## config.mk

```make
export PLATFORM = sky130hd
export DESIGN_NAME = regfile_read_port_array
export DESIGN_NICKNAME = d
export VERILOG_FILES = /design/src/rtl/regfile_read_port_array.sv
export SDC_FILE = /design/constraint.sdc
export NUM_CORES = 1
export LEC_CHECK = 0
export BUFFER_PORTS_ARGS = -buffer_cell sky130_fd_sc_hd__buf_2
export CAP_MARGIN = 20
export CORE_AREA = 4 4 444 446
export DETAILED_ROUTE_END_ITERATION = 10
export DIE_AREA = 0 0 448 450
export GPL_ROUTABILITY_DRIVEN = 0
export PLACE_DENSITY_LB_ADDON = 0.2
export SLEW_MARGIN = 20
export SYNTH_ARGS = -nofsm -noshare
export SYNTH_HDL_FRONTEND = slang
export SYNTH_SLANG_ARGS = --single-unit
```

## constraint.sdc

```tcl
create_clock -name clk -period 6.4 [get_ports clk]
set_input_delay 0.64 -clock clk [delete_from_list [all_inputs] [get_ports clk]]
set_output_delay 0.64 -clock clk [all_outputs]
set_load 0.005 [all_outputs]
```

## src/rtl/regfile_read_port_array.sv

```systemverilog
// Multi-port register-file read block: per-port select with write bypass, optional zero
// register, 1- or 2-stage registered output, per-port valid and a sticky bad-address flag.
module regfile_read_port_array #(
    parameter int WIDTH    = 32,
    parameter int DEPTH    = 32,
    parameter int NREAD    = 2,
    parameter int PIPE     = 1,
    parameter int ZERO_REG = 1,
    localparam int AW      = $clog2(DEPTH)
) (
    input  logic                   clk,
    input  logic                   rst_n,
    input  logic [WIDTH*DEPTH-1:0] regs_in,
    input  logic                   wr_en,
    input  logic [AW-1:0]          wr_addr,
    input  logic [WIDTH-1:0]       wr_data,
    input  logic [NREAD-1:0]       rd_en,
    input  logic [NREAD*AW-1:0]    rd_addr,
    output logic [NREAD*WIDTH-1:0] rd_data,
    output logic [NREAD-1:0]       rd_valid,
    output logic                   addr_err,
    input  logic                   err_clr
);

    localparam logic [AW:0] DEPTH_L = (AW+1)'(DEPTH);

    logic [WIDTH-1:0] sel [NREAD];
    logic [AW-1:0]    ra  [NREAD];
    logic [NREAD-1:0] oor;
    logic [NREAD-1:0] zsel;
    logic             err_set;

    // Stage-1 select: out-of-range and zero-register reads are forced to 0 and never bypassed.
    always_comb begin
        for (int p = 0; p < NREAD; p++) begin
            ra[p]   = rd_addr[p*AW +: AW];
            oor[p]  = ({1'b0, ra[p]} >= DEPTH_L);
            zsel[p] = (ZERO_REG != 0) && (ra[p] == '0);
            if (oor[p] || zsel[p]) begin
                sel[p] = '0;
            end else if (wr_en && (wr_addr == ra[p])) begin
                sel[p] = wr_data;
            end else begin
                sel[p] = regs_in[int'(ra[p])*WIDTH +: WIDTH];
            end
        end
    end

    assign err_set = |(rd_en & oor);

    // A new error wins over a simultaneous clear.
    always_ff @(posedge clk) begin
        if (!rst_n) begin
            addr_err <= 1'b0;
        end else if (err_set) begin
            addr_err <= 1'b1;
        end else if (err_clr) begin
            addr_err <= 1'b0;
        end
    end

    if (PIPE == 2) begin : g_pipe2
        logic [WIDTH-1:0] s1_data [NREAD];
        logic [AW-1:0]    s1_addr [NREAD];
        logic [NREAD-1:0] s1_vld;
        logic [NREAD-1:0] s1_fix;

        // s1_fix marks values pinned to 0 that a later write must not replace.
        always_ff @(posedge clk) begin
            if (!rst_n) begin
                for (int p = 0; p < NREAD; p++) begin
                    s1_data[p] <= '0;
                    s1_addr[p] <= '0;
                end
                s1_vld   <= '0;
                s1_fix   <= '0;
                rd_valid <= '0;
                rd_data  <= '0;
            end else begin
                s1_vld   <= rd_en;
                rd_valid <= s1_vld;
                for (int p = 0; p < NREAD; p++) begin
                    if (rd_en[p]) begin
                        s1_data[p] <= sel[p];
                        s1_addr[p] <= ra[p];
                        s1_fix[p]  <= oor[p] | zsel[p];
                    end
                    if (s1_vld[p]) begin
                        if (wr_en && !s1_fix[p] && (wr_addr == s1_addr[p])) begin
                            rd_data[p*WIDTH +: WIDTH] <= wr_data;
                        end else begin
                            rd_data[p*WIDTH +: WIDTH] <= s1_data[p];
                        end
                    end
                end
            end
        end
    end else begin : g_pipe1
        always_ff @(posedge clk) begin
            if (!rst_n) begin
                rd_valid <= '0;
                rd_data  <= '0;
            end else begin
                rd_valid <= rd_en;
                for (int p = 0; p < NREAD; p++) begin
                    if (rd_en[p]) begin
                        rd_data[p*WIDTH +: WIDTH] <= sel[p];
                    end
                end
            end
        end
    end

endmodule

```

==> out/results.tsv <==
metric	value	unit
total leakage power	11.5	nW
Inserted Clock Buffers	9	
Die ar.	202000	um^2
Seq/Total Area, Yosys	6.92	%
core area	193000	um^2
Synth area leader	mux4_2	
worst path bufs/invs	3	
Design Area, Final	28100	um^2
drt pass-1 iters	5	
overall power	3.19	mW
CP arrival	3.87	ns
async set-reset flop share out of synthesis	0	%
Yosys cell types	37	
Vias	22900	
slew margin rel.	28.7	%
Cells after Synth	1652	
post-route ant nets	0	
routed length per instance	35.8	um
Max-Cap Viols	0	
GR Overflow Total	0	
status	finished clean	
top-area cell type share of the netlist area	45.3	%
min-delay src	rd_data[22]	
slowest CP cell	a21oi_1	
CTS tree	done	
CTS root buffer	clkbuf_16	
Area after DPL	27600	um^2
critical path's top delay family	compound AO/OA/AOI/OAI gates	
EDFF count, synth	0	
VDD IR max	0.122	mV
CP most frequent cell	buf_4	
DP HPWL	161000	um
area grow syn2layout	47.0	%
Slew @ Worst Pin	1.04	ns
initial antenna violation count	131	
Tmin final	3.56	ns
final setup violation count	0	
Setup crit end kind	flop	
skew final	0	ns
Syn Nets	2729	
Max clock buf depth	2	
vias in the first global route	22700	
Netlist Area Pre-Place	19100	um^2
Post-CTS Setup Inserts	0	
DRT iter0 DRCs	2093	
WL final	187000	um
Final Max Slew Viols	0	
IO Pins	1144	
Critical Setup Path Class	in -> reg	
Yosys warning count	0	
Area contributors post-synth	mux4_2, mux2i_1, dfxtp_1, a22oi_1, a221oi_1	
Peak Freq	281	MHz
worst reg2reg startpoint	rd_data[21]	
Clock Sinks	66	
# H-tree levels	3	
RSZ-0062 raised after global routing	no	
# DRC	0	
final hold violations	0	
worst-skew pair later-pin latency	0.36	ns
CP Cell Sequence	buf_8, buf_4, buf_4, mux2i_1, a221oi_1, a22oi_1, a21oi_1, or3_1	
Synth Area per Inst	11.6	um^2
Startpoint Class	input pin	
Yosys reg bits	66	
CP Launch Point	rd_addr[0]	
hold_buf cts	0	
global-route wire length before repair	235000	um
Initial Utilization	9.92	%
clk slew on worst S/H paths	0.06	ns
WP data required	6.71	ns
Die Y-Extent	450	um
CP Max Fanout	56	
Pwr Density	114	nW/um^2
layout cell share with drive strength beyond 1	63.9	%
top_reg_cell synth	dfxtp_1	
crit-path max cell delay	0.66	ns
width of the chip	448	um
mean number of vias per cell	4.39	
post_cts resized	0	
final period utilization	55.6	%
Hold Path Class	reg -> reg	
post-layout net count	3726	
largest net degree at the start of global routing	87	
Rows	161	
Setup Total Neg Slack	0	ns
IO buf count	1141	
all-layer global routing usage	17.5	%
[placed cells by master, fill, tap and decap left out, types with 2 or more instances in the layout]
cell type  count
a22oi_1      128
nand3_1       36
a221oi_2      12
nor2b_4        3
buf_12        12
bufinv_16      2
mux2_2        60
clkbuf_1       2
dfxtp_1       66
xnor2_1       10
o21bai_1      32
nand4_1        2
diode_2       44
buf_8          5
mux2i_1      291
o22ai_1       28
nor2_4         5
or3_1         32
buf_4         58
buf_2       1133
nor2b_2        3
a21oi_1      111
a221o_1       14
inv_1          3
a22o_1        68
clkbuf_8       2
clkbuf_16      9
a221oi_1      84
o211ai_1       2
nand2_1       40
nor3_1         2
mux4_2       384
[path summary, 6_finish.rpt]
check / depth (start not counted) / endpoint / slack [ns]
max: 8 / rd_data[17] / 2.84
min: 2 / rd_data[22] / 0.56
max reg2reg: 2 / rd_data[21] / 5.39
min reg2reg: 2 / rd_data[22] / 0.56
[per-stage QoR]
| step | cells | hold WS (ns) | utilization [%] | worst slack, ns |
|---|---|---|---|---|
| floorplan | 1652 | 0.547 | - | 3.95 |
| global placement | 5164 | 0.536 | 14.4 | 2.48 |
| detailed placement | 5164 | 0.534 | 14.4 | 2.48 |
| CTS | 5179 | 0.558 | 14.5 | 2.89 |
| global route | 5190 | 0.572 | 14.5 | 2.75 |
| finish | 5223 | 0.557 | 14.6 | 2.84 |
[worst min-delay path: stages, from the launching register on]
cell     delay, ns
dfxtp_1       0.32
a22o_1        0.12
or3_1         0.09
[kinds of logic (layout without fill, tap and decap cells)]
family / count (synthesis) / after routing / synth area share [%]
AO/OA/AOI/OAI: 481 / 481 / 18.9
XOR/XNOR: 10 / 10 / 0.459
buffers and inverters: 227 / 1228 / 6.11
flip-flops: 66 / 66 / 6.92
multiplexers: 736 / 736 / 64.1
other: 1 / 45 / 0.0196
AND/OR/NAND/NOR: 131 / 131 / 3.47
[state kept, by name (all words and copies together) (netlist names)]
| signal | count |
|---|---|
| rd_data | 64 |
| rd_valid | 2 |
[cell usage after synthesis, types with 10 or more instances]
master	n
mux4_2	384
mux2i_1	292
a22oi_1	128
a21oi_1	111
clkbuf_1	106
a221oi_1	85
a22o_1	68
dfxtp_1	66
mux2_2	60
buf_2	47
buf_4	40
nand2_1	40
nand3_1	36
o21bai_1	32
or3_1	32
o22ai_1	28
buf_1	15
a221o_1	14
buf_6	14
a221oi_2	11
xnor2_1	10
[layout make-up]
type	instances	area, um^2
antenna	44	110
clock buffer	13	260
clock inverter	2	60.1
fill	22000	165000
inverter	5	18.8
multi-input combinational	1359	16700
sequential	66	1320
tap	2526	3160
timing repair buffer	1208	6420
[where the power goes]
group	internal [mW]	switching [mW]
clock network	0.361	0.222
logic	0.949	1.19
registers	0.452	0.0215
[per-layer routing]
layer	global-route usage [%]	wire, um
met4	4.06	4260
met2	28.6	88000
met1	23.5	81600
met5	0	272
met3	3.81	12700
Note: power is estimated with default switching activity, not from simulation.
